File: src/rtl/div_ctrl.sv
// div_ctrl: iterative signed/unsigned integer divider controller.
// Accepts one divide at a time, runs one restoring radix-2 step per cycle,
// fixes the result signs, and presents {remainder, quotient} on C with a
// one-cycle done pulse. A zero divisor short-circuits to a flagged result.
module div_ctrl #(
    parameter int DATA_WIDTH = 32
) (
    input  logic                      clk,
    input  logic                      rst_n,
    input  logic                      start,
    input  logic                      sign,
    input  logic [DATA_WIDTH-1:0]     A,
    input  logic [DATA_WIDTH-1:0]     B,
    input  logic                      flush,
    output logic                      busy,
    output logic                      stall,
    output logic                      done,
    output logic                      div_by_zero,
    output logic [2*DATA_WIDTH-1:0]   C
);

    localparam int                    CW   = $clog2(DATA_WIDTH) + 1;
    localparam logic [CW-1:0]         LAST = CW'(DATA_WIDTH - 1);
    localparam logic [CW-1:0]         INC  = CW'(1);
    localparam logic [DATA_WIDTH-1:0] ONE  = {{(DATA_WIDTH-1){1'b0}}, 1'b1};

    typedef enum logic [1:0] {
        S_IDLE = 2'd0,
        S_CALC = 2'd1,
        S_FIX  = 2'd2,
        S_DONE = 2'd3
    } state_t;

    state_t                    state_q;
    logic [CW-1:0]             cnt_q;
    logic [DATA_WIDTH-1:0]     quo_q;    // dividend bits shift out, quotient bits shift in
    logic [DATA_WIDTH-1:0]     rem_q;    // partial remainder, always < divisor
    logic [DATA_WIDTH-1:0]     dvs_q;    // divisor magnitude
    logic                      qneg_q;
    logic                      rneg_q;
    logic [2*DATA_WIDTH-1:0]   c_q;
    logic                      dbz_q;
    logic                      done_q;
    logic                      busy_q;

    logic [DATA_WIDTH:0]       shift_d;
    logic [DATA_WIDTH:0]       diff_d;
    logic                      ge_d;
    logic [DATA_WIDTH-1:0]     rem_d;
    logic [DATA_WIDTH-1:0]     quo_d;
    logic [DATA_WIDTH-1:0]     abs_a_d;
    logic [DATA_WIDTH-1:0]     abs_b_d;
    logic [DATA_WIDTH-1:0]     fix_q_d;
    logic [DATA_WIDTH-1:0]     fix_r_d;

    function automatic logic [DATA_WIDTH-1:0] twos_neg(input logic [DATA_WIDTH-1:0] v);
        return ~v + ONE;
    endfunction

    // Magnitude of an operand; the most negative value maps onto 2^(W-1),
    // which is exactly right when interpreted as an unsigned magnitude.
    function automatic logic [DATA_WIDTH-1:0] magnitude(input logic [DATA_WIDTH-1:0] v,
                                                        input logic                  is_signed);
        return (is_signed && v[DATA_WIDTH-1]) ? twos_neg(v) : v;
    endfunction

    // Operand magnitudes and sign-corrected results
    always_comb begin
        abs_a_d = magnitude(A, sign);
        abs_b_d = magnitude(B, sign);
        fix_q_d = qneg_q ? twos_neg(quo_q) : quo_q;
        fix_r_d = rneg_q ? twos_neg(rem_q) : rem_q;
    end

    // One restoring step: shift in the next dividend bit and trial-subtract.
    // If the shifted value has its top bit set it already exceeds the divisor;
    // otherwise both operands are below 2^W and bit W of the difference is the borrow.
    always_comb begin
        shift_d = {rem_q, quo_q[DATA_WIDTH-1]};
        diff_d  = shift_d - {1'b0, dvs_q};
        ge_d    = shift_d[DATA_WIDTH] | ~diff_d[DATA_WIDTH];
        rem_d   = ge_d ? diff_d[DATA_WIDTH-1:0] : shift_d[DATA_WIDTH-1:0];
        quo_d   = {quo_q[DATA_WIDTH-2:0], ge_d};
    end

    // Control FSM with registered outputs; flush overrides everything but reset
    always_ff @(posedge clk or negedge rst_n) begin
        if (!rst_n) begin
            state_q <= S_IDLE;
            cnt_q   <= '0;
            quo_q   <= '0;
            rem_q   <= '0;
            dvs_q   <= '0;
            qneg_q  <= 1'b0;
            rneg_q  <= 1'b0;
            c_q     <= '0;
            dbz_q   <= 1'b0;
            done_q  <= 1'b0;
            busy_q  <= 1'b0;
        end else if (flush) begin
            state_q <= S_IDLE;
            done_q  <= 1'b0;
            busy_q  <= 1'b0;
        end else begin
            case (state_q)
                S_IDLE: begin
                    done_q <= 1'b0;
                    if (start) begin
                        if (B == '0) begin
                            c_q     <= {A, {DATA_WIDTH{1'b1}}};
                            dbz_q   <= 1'b1;
                            done_q  <= 1'b1;
                            state_q <= S_DONE;
                        end else begin
                            quo_q   <= abs_a_d;
                            rem_q   <= '0;
                            dvs_q   <= abs_b_d;
                            qneg_q  <= (A[DATA_WIDTH-1] ^ B[DATA_WIDTH-1]) & sign;
                            rneg_q  <= A[DATA_WIDTH-1] & sign;
                            cnt_q   <= '0;
                            dbz_q   <= 1'b0;
                            busy_q  <= 1'b1;
                            state_q <= S_CALC;
                        end
                    end
                end
                S_CALC: begin
                    rem_q <= rem_d;
                    quo_q <= quo_d;
                    cnt_q <= cnt_q + INC;
                    if (cnt_q == LAST) begin
                        state_q <= S_FIX;
                    end
                end
                S_FIX: begin
                    c_q     <= {fix_r_d, fix_q_d};
                    done_q  <= 1'b1;
                    busy_q  <= 1'b0;
                    state_q <= S_DONE;
                end
                S_DONE: begin
                    done_q  <= 1'b0;
                    state_q <= S_IDLE;
                end
                default: begin
                    done_q  <= 1'b0;
                    busy_q  <= 1'b0;
                    state_q <= S_IDLE;
                end
            endcase
        end
    end

    assign busy        = busy_q;
    assign done        = done_q;
    assign div_by_zero = dbz_q;
    assign C           = c_q;
    assign stall       = (start & (state_q == S_IDLE)) | busy_q;

endmodule

File: config.mk
export PLATFORM = sky130hd
export DESIGN_NAME = div_ctrl
export DESIGN_NICKNAME = d
export VERILOG_FILES = /design/src/rtl/div_ctrl.sv
export SDC_FILE = /design/constraint.sdc
export NUM_CORES = 1
export LEC_CHECK = 0
export ABC_AREA = 0
export CAP_MARGIN = 20
export CORE_ASPECT_RATIO = 1.75
export CORE_UTILIZATION = 50
export DETAILED_ROUTE_END_ITERATION = 8
export PLACE_DENSITY = 0.77
export SYNTH_ARGS = -nofsm -noshare
export SYNTH_HDL_FRONTEND = slang
export SYNTH_SLANG_ARGS = --single-unit
File: constraint.sdc
create_clock -name clk -period 4 [get_ports clk]
set_input_delay 0.8 -clock clk [delete_from_list [all_inputs] [get_ports clk]]
set_output_delay 0.8 -clock clk [all_outputs]
set_load 0.1 [all_outputs]
# Word level (Yosys, flattened, before mapping)

Cells that the tools add are included.

$add $sub $neg: 6
Mux-type cells: 30
Equal/unequal tests: 10
Bitwise operators: 13
Reduce and logical (&&, ||, !) cells: 14

Operator list:

| operator                | number |
|---|---|
| $mux W32                | 9 |
| $add A32 B1 Y32 const B | 4 |
| $mux W64                | 2 |
| $not A32 Y32            | 4 |
| $pmux W32 S2            | 2 |
| $pmux W64 S2            | 1 |
| $sub A33 B32 Y33        | 1 |
| $logic_not A32 Y1       | 1 |
| $mux W6                 | 2 |
| $pmux W6 S2             | 1 |
| $reduce_and A4 Y1       | 3 |
| $ne A3 B3 Y1 const B    | 3 |
| $mux W2                 | 4 |
| $pmux W2 S4             | 1 |
| $add A6 B1 Y6 const B   | 1 |
| $eq A6 B5 Y1 const B    | 1 |
| $mux W1                 | 6 |
| $ne A2 B2 Y1 const B    | 3 |
| $reduce_and A3 Y1       | 2 |
| $eq A2 B2 Y1 const B    | 2 |
| $reduce_bool A2 Y1      | 2 |
| $reduce_bool A4 Y1      | 1 |
| $and A1 B1 Y1           | 3 |
| $not A1 Y1              | 3 |
| 9 further kinds         | 11 |

Word-level logic and storage cells: 84
Register bits: 173
Bits of input ports: 69

# Logic depth before layout (Yosys ltp)

Word-level depth: 6
Depth in mapped cells: 13

# Worst setup path before layout

Ideal clock, no wire load.

Kind: input port to flip-flop
Start: in B[19]
End: reg c_q[46], in the netlist C[46]
Setup slack: 611 ps
Stages on the path: 12
Buffers on the path: 3
Arrival time: 3,253 ps
Path through: or4_1 -> or4_1 -> or2_1 -> nor4_4 -> nand3_1 -> o21ai_1 -> nand2_1 -> buf_2 -> buf_2 -> buf_2 -> nand2_1 -> o21ai_0

Longest elaborated chain between the ends: 3

Ends and longest elaborated chain:

| element                            | RTL line | text |
|---|---|---|
| start, declared                    | 13       | `input logic [DATA_WIDTH-1:0] B,` |
| $logic_not A32 Y1                  | 109      | `if (B == '0) begin` |
| $ne A2 B2 Y1 (no source line)      | -        |  |
| $reduce_and A4 Y1 (no source line) | -        |  |
| end signal, assigned               | 110      | `c_q <= {A, {DATA_WIDTH{1'b1}}};` |
| end signal, assigned               | 136      | `c_q <= {fix_r_d, fix_q_d};` |
| end, declared                      | 41       | `logic [2*DATA_WIDTH-1:0] c_q;` |

Every way passes these cells.
A chain may end at the register's enable or synchronous reset.

# Worst setup path in the final report

Start: reg quo_q[31]
End: reg rem_q[2]

Longest elaborated chain between the ends: 5

Ends and longest elaborated chain:

| element                | RTL line | text |
|---|---|---|
| start, declared        | 36       | `logic [DATA_WIDTH-1:0] quo_q;` |
| start signal, assigned | 115      | `quo_q <= abs_a_d;` |
| start signal, assigned | 129      | `quo_q <= quo_d;` |
| $sub A33 B32 Y33 *     | 80       | `diff_d = shift_d - {1'b0, dvs_q};` |
| $not A1 Y1             | 81       | `ge_d = shift_d[DATA_WIDTH] \| ~diff_d[DATA_WIDTH];` |
| $or A1 B1 Y1           | 81       |  |
| $mux W32 *             | 82       | `rem_d = ge_d ? diff_d[DATA_WIDTH-1:0] : shift_d[DATA_WIDTH-1:0];` |
| $pmux W32 S2 *         | 105      | `case (state_q)` |
| end signal, assigned   | 128      | `rem_q <= rem_d;` |
| end, declared          | 37       | `logic [DATA_WIDTH-1:0] rem_q;` |

Every way passes the cells marked *; elsewhere a longest branch is shown, timed or not.

==> impl_metrics.ini <==
[clock_tree]
cts_resized = 0
numCtsBuffers = 17
ctsLongestPathBuffers = 2
clock_tree.htree_level_count = 4
cts_root_buf = sky130_fd_sc_hd__clkbuf_16
cts_num_sinks = 173
post-cts-setup-buffers = 0
tritoncts = yes
postCtsHoldBufs = 0
clkLatencyLatePin_ns = 0.44
path_clk_slew_ns = 0.07

[setup_path]
timing.reg2reg.worst_path_depth = 13
crit_chain = inv_1, ha_1, fa_1, nand2b_1, a21oi_1, o211ai_1, a21bo_2, a21oi_1, a41oi_4, buf_4, nand2_1, o21ai_0, a22o_1
r2r_setup_slack_ns = 0.26
critPathSlowestCell = sky130_fd_sc_hd__dfrtp_1
max_stage_delay_ns = 0.44
criticalPathCategory = reg2reg
critical_path.reg2reg.startpoint = quo_q[31]
worstPathMaxFanout = 34
worst_ep_arrival_time_ns = 4.07
endpoint_kind = flop
critPathTopFamily = compound AO/OA/AOI/OAI gates
crit_path_frequent_cell = sky130_fd_sc_hd__a21oi_1
crit_path_start_kind = flop
cp.required_ns = 4.32
r2r_end = rem_q[2]
critical_path_buf_inv_count = 2

[power]
vdd.ir_drop.worst_mv = 0.496
power_leakage_nw = 6.20
cellPowerDensity_nw_per_um2 = 821

[finish]
final.fill_count = 1950
layout.cell_area.non_filler_um2 = 14000
utilization = 0.615
area.sequential_um2 = 4330
final_net_count = 1577
final_cell_count_no_fill = 1781
multi_input_area_um2 = 6750
drive_gt1_frac = 0.0609
areaGrowthSynthToFinish_pct = 20.5

[timing]
final.min_clock_period_ns = 3.74
rsz0062_at_grt = no
setup_clock_skew_after_layout_ns = 0.00580
setup_slack_ns = 0.257
final_min_period_over_clock_period = 0.936
timing.final.hold_violations = 0
worstMarginPinSlew_ns = 1.03
slew_headroom = 0.314
setup_viol_count_final = 0
max_clk_rate_ghz = 0.267
setup_tns_ns = 0
finalMaxSlewViolations = 0

[die]
fp.dieH_um = 204
num_rows = 73
die_width_um = 117
core_um2 = 22700
die_area_um2 = 23900
starting_density = 0.510
boundaryPins = 137

[placed_design]
place.detailed.hpwl_um = 22300
place_inst = 1747
place_ws_ns = 0.0314
finalWeightedCongestion = 0.881
placed_area_um2 = 13400
place.port_buffers = 136

[yosys]
ys_seq_elements = 173
yosysSeqAreaShare = 0.373
synth_cells = 1354
synth_nets = 1465
ys.warnings.count = 0
synth_ff_type = sky130_fd_sc_hd__dfrtp_1
netlist_area_um2 = 11600
syn_avg_cell_area_um2 = 8.57
synthDistinctLibCells = 68
synth-edff-count = 0
synthArstFlopShare = 1.00

[detailed_routing]
drt_drc = 0
first_pass_iters = 5
detail-route-antenna-nets = 0
vias = 10200
detailedRoute.firstIterationViolations = 577
post_drt_via_cell_ratio = 5.73
avgRoutedWirePerCell_um = 16.2
route.final.wire_length_um = 28900

[global_routing]
grt_pass1_vias = 9904
track_usage = 0.253
grt_overflow = 0
antenna_found_initial = 2
grt_max_degree = 78
global_route_wire_length_before_repair_um = 47500

[flow_run]
maxCapViolations = 0

[status]
outcome = complete, no violations

[hold_path]
hold_path.class = in2async
==> cell type report <==
cell class,count,area share
multi-input cells,1044,0.483
flip-flops and latches,173,0.309
clock inverters,14,0.0128
well taps,300,0.0268
inverters,58,0.0156
repair buffers,172,0.121
diodes,2,0.000358
clock buffers,18,0.0314
==> cells in the final DEF (no fill, tap or decap), types with 44 or more instances in the layout <==
| master | n |
|---|---|
| sky130_fd_sc_hd__dfrtp_1 | 173 |
| sky130_fd_sc_hd__o21ai_0 | 144 |
| sky130_fd_sc_hd__nand2_1 | 140 |
| sky130_fd_sc_hd__clkdlybuf4s50_1 | 134 |
| sky130_fd_sc_hd__a21oi_1 | 123 |
| sky130_fd_sc_hd__nor2_1 | 82 |
| sky130_fd_sc_hd__xnor2_1 | 75 |
| sky130_fd_sc_hd__xor2_1 | 73 |
| sky130_fd_sc_hd__inv_1 | 57 |
| sky130_fd_sc_hd__a21o_1 | 46 |
| sky130_fd_sc_hd__nor3_1 | 44 |
==> routing by layer <==
layer	vias up	track usage	share of wire
met5	-	0	0
met4	0	0.134	0.043
met3	78	0.0333	0.025
met2	243	0.465	0.54
met1	4787	0.275	0.39
li1	5105	-	-
==> registers in the layout (all words and copies together) (netlist names), 2 cells and up <==
register  flops
quo_q        32
rem_q        32
state_q       2
C            64
dvs_q        32
cnt_q         6
==> Yosys cell counts, drive strengths merged (2+ instances only) <==
library cell / n / area (um2)
o21a: 6 / 45.0
a211o: 2 / 17.5
xnor2: 75 / 657
o41ai: 12 / 105
clkbuf: 57 / 214
or2: 4 / 25.0
o31a: 2 / 17.5
a211oi: 6 / 45.0
o211ai: 3 / 22.5
o21ai: 153 / 769
a31oi: 8 / 65.1
a22o: 21 / 184
inv: 58 / 218
and2: 3 / 18.8
mux2i: 10 / 100
nand4: 6 / 37.5
a32oi: 12 / 105
nand2b: 15 / 93.8
ha: 41 / 513
a21bo: 2 / 20.0
a41oi: 3 / 26.3
mux2: 4 / 45.0
or4: 17 / 128
nor4: 12 / 90.1
nand3: 14 / 70.1
or3: 15 / 93.8
nor2b: 9 / 56.3
and3: 5 / 36.3
dfrtp: 173 / 4330
a221o: 27 / 270
nor2: 83 / 314
a21oi: 123 / 616
o21bai: 5 / 37.5
nor3: 44 / 220
buf: 22 / 130
nor3b: 4 / 30.0
nand2: 141 / 529
o31ai: 23 / 178
a21o: 46 / 345
xor2: 73 / 639
==> power breakdown <==
| part | total, W | switching (W) | internal, W |
|---|---|---|---|
| Sequential | 0.00303 | 0.000595 | 0.00243 |
| Clock | 0.00175 | 0.000738 | 0.00101 |
| Combinational | 0.00672 | 0.00465 | 0.00207 |
==> logic make-up (layout without fill, tap and decap cells) <==
group,Yosys count,after routing,synth area share
simple gates,377,377,0.154
buf+inv,137,262,0.0484
compound gates,463,463,0.254
fa+ha+maj,42,42,0.0459
xor+xnor,148,148,0.112
mux,14,14,0.0125
flops,173,173,0.373
other cells,0,2,0
==> how the worst max path moves through the flow <==
stage / startpoint / end / slack [ns] / depth (start not counted)
2_1_floorplan: B[19] / C[46] / 0.61 / 12
3_3_place_gp: B[19] / cnt_q[2] / 0.1 / 12
3_5_place_dp: B[19] / cnt_q[2] / 0.03 / 12
4_1_cts: quo_q[31] / rem_q[2] / 0.28 / 13
5_1_grt: quo_q[31] / rem_q[2] / 0.08 / 13
6_report: quo_q[31] / rem_q[2] / 0.26 / 13
==> stage by stage <==
stage	total power, W	hold slack, ns
after detailed placement	0.00974	0.465
final	0.0115	0.334
after floorplan	0.00811	0.485
after global routing	0.0122	0.385
after global placement	0.00961	0.460
after CTS	0.0115	0.362
Note: power is estimated with default switching activity, not from simulation.
==> edit: new RTL, same flow settings <==
Encoding of `state_t`: now one-hot (4 bits for 4 states).
--- a/src/rtl/div_ctrl.sv
+++ b/src/rtl/div_ctrl.sv
@@ -24,11 +24,11 @@
     localparam logic [CW-1:0]         INC  = CW'(1);
     localparam logic [DATA_WIDTH-1:0] ONE  = {{(DATA_WIDTH-1){1'b0}}, 1'b1};
 
-    typedef enum logic [1:0] {
-        S_IDLE = 2'd0,
-        S_CALC = 2'd1,
-        S_FIX  = 2'd2,
-        S_DONE = 2'd3
+    typedef enum logic [3:0] {
+        S_IDLE = 4'b0001,
+        S_CALC = 4'b0010,
+        S_FIX  = 4'b0100,
+        S_DONE = 4'b1000
     } state_t;
 
     state_t                    state_q;
Formal check against the unedited RTL: no difference found for any inputs over 4 cycles, from zero or initial values and one cycle with rst_n low; so few cycles prove little.
==> edit against the unedited design <==
  * Routed wire length is 4.0% higher
  * Critical path type unchanged
  * Largest cell class unchanged
  * Sequential share of layout area is 0.75 points higher
  * Hold slack better by 0.077 ns
  * Worst setup slack better by 0.12 ns
  * Area after synthesis is 0.72% lower
  * Cell area is 1.2% lower
  * Critical path depth is 1 lower
  * Clock skew is 0.0022 ns higher
  * Die area is 0.71% lower
  * Sequential cell count is 2 higher
  * Utilization is 0.50 points lower
Power is not compared: it rests on default switching activity, and its combinational part moved more than twofold at a synthesized area within 25%.
==> edit: results (changes against the unedited design) <==
[outcome]
outcome=completed

[finish]
nets=1578  ; +0.063%
fillers=2014  ; +3.3%
diodes=0  ; -2
final_layout_size_suffix_gt1_share_pct=6.267  ; +0.18 points

[global_route]
use_met2_pct=49.70  ; +3.2 points
grt_start_max_net_pins=82  ; +5.1%
met3_usage_pct=3.224  ; -0.10 points
met1_usage_pct=27.83  ; +0.33 points
grt_usage_pct=26.72  ; +1.4 points

[sta]
max_slew_margin_pct=32.51  ; +1.1 points
fin_worst_skew_ns=0.008035  ; +0.002234 ns

[route]
wl_met1_microns=11070  ; -2.0%
wl_met3_microns=936  ; +28%
viasPerCell=5.818  ; +1.5%
via_count=10380  ; +1.6%
met2WireLength_microns=16470  ; +5.5%
routed_wl_microns=30030  ; +4.0%

[placed_design]
dp_worst_setup_slack_ns=0.08706  ; +0.05562 ns
dpl_cell_area_sq_mm=0.01327  ; -0.71%
dpl.hpwl_microns=23340  ; +4.8%
routabilityCongestion=0.8929  ; +1.4%
post-place-cells=1752  ; +0.29%

[yosys]
synth_sequential_area_ratio_pct=38.01  ; +0.72 points
synth_common_cells=nand2_1 (187), dfrtp_1 (174), o21ai_0 (141)
synth.net_count=1467  ; +0.14%

[floorplanning]
fp.coreArea_sq_mm=0.02265  ; -0.40%

[edit: cell count changes after synthesis, moves of 7 or more]
cell      delta
inv_1        -7
a21oi_1     -26
a21o_1      -29
a221o_1     -11
a22oi_1     +16
mux2i_1      +7
nand2_1     +46
clkbuf_1     -8
o21ai_1     +33
[edit: critical path, delay by kind of cell, from the launching register on]
family / cells / cell delay (ns)
DFF: 1 / 0.43
AOI/OAI and AO/OA: 5 / 1.37
and+or+nand+nor: 3 / 0.65
buffers and inverters: 2 / 0.49
adders and majority gates: 2 / 0.53
[edit: layout make-up]
class / count / area share (%)
Clock inverter: 14 / 0.7967
Timing Repair Buffer: 168 / 12.12
Clock buffer: 18 / 3.178
Tap cell: 300 / 2.716
Multi-Input combinational cell: 1058 / 48.10
Inverter: 51 / 1.385
Sequential cell: 175 / 31.70
[edit: kinds of logic (layout without fill, tap and decap cells)]
family                   after synthesis  after routing  share of synthesized area, %
AND/OR/NAND/NOR                      417            417                         17.00
buffers and inverters                127            251                         4.593
adder cells (fa/ha/maj)               38             38                         4.191
multiplexers                          18             18                         1.574
AO/OA/AOI/OAI                        438            438                         23.45
flip-flops                           175            175                         38.01
XOR/XNOR                             147            147                         11.17
[edit: path summary, 6_finish.rpt]
check	startpoint	endpoint	slack, ns	cells past startpoint
worst max-delay path	quo_q[31]	rem_q[22]	0.38	12
worst min-delay path	rst_n	C[30]	0.41	1
worst max register to register	quo_q[31]	rem_q[22]	0.38	12
worst min register to register	C[43]	C[43]	0.48	2
max in group asynchronous	rst_n	quo_q[18]	2.73	2
min in group clk	C[43]	C[43]	0.48	2
[edit: stage by stage]
step	hold WS [ns]	util, %
final	0.4118	61.01
after global routing	0.4604	61.01
after CTS	0.4332	61.01
after detailed placement	0.4691	58.58
after global placement	0.4640	58.58
after floorplan	0.4486	-
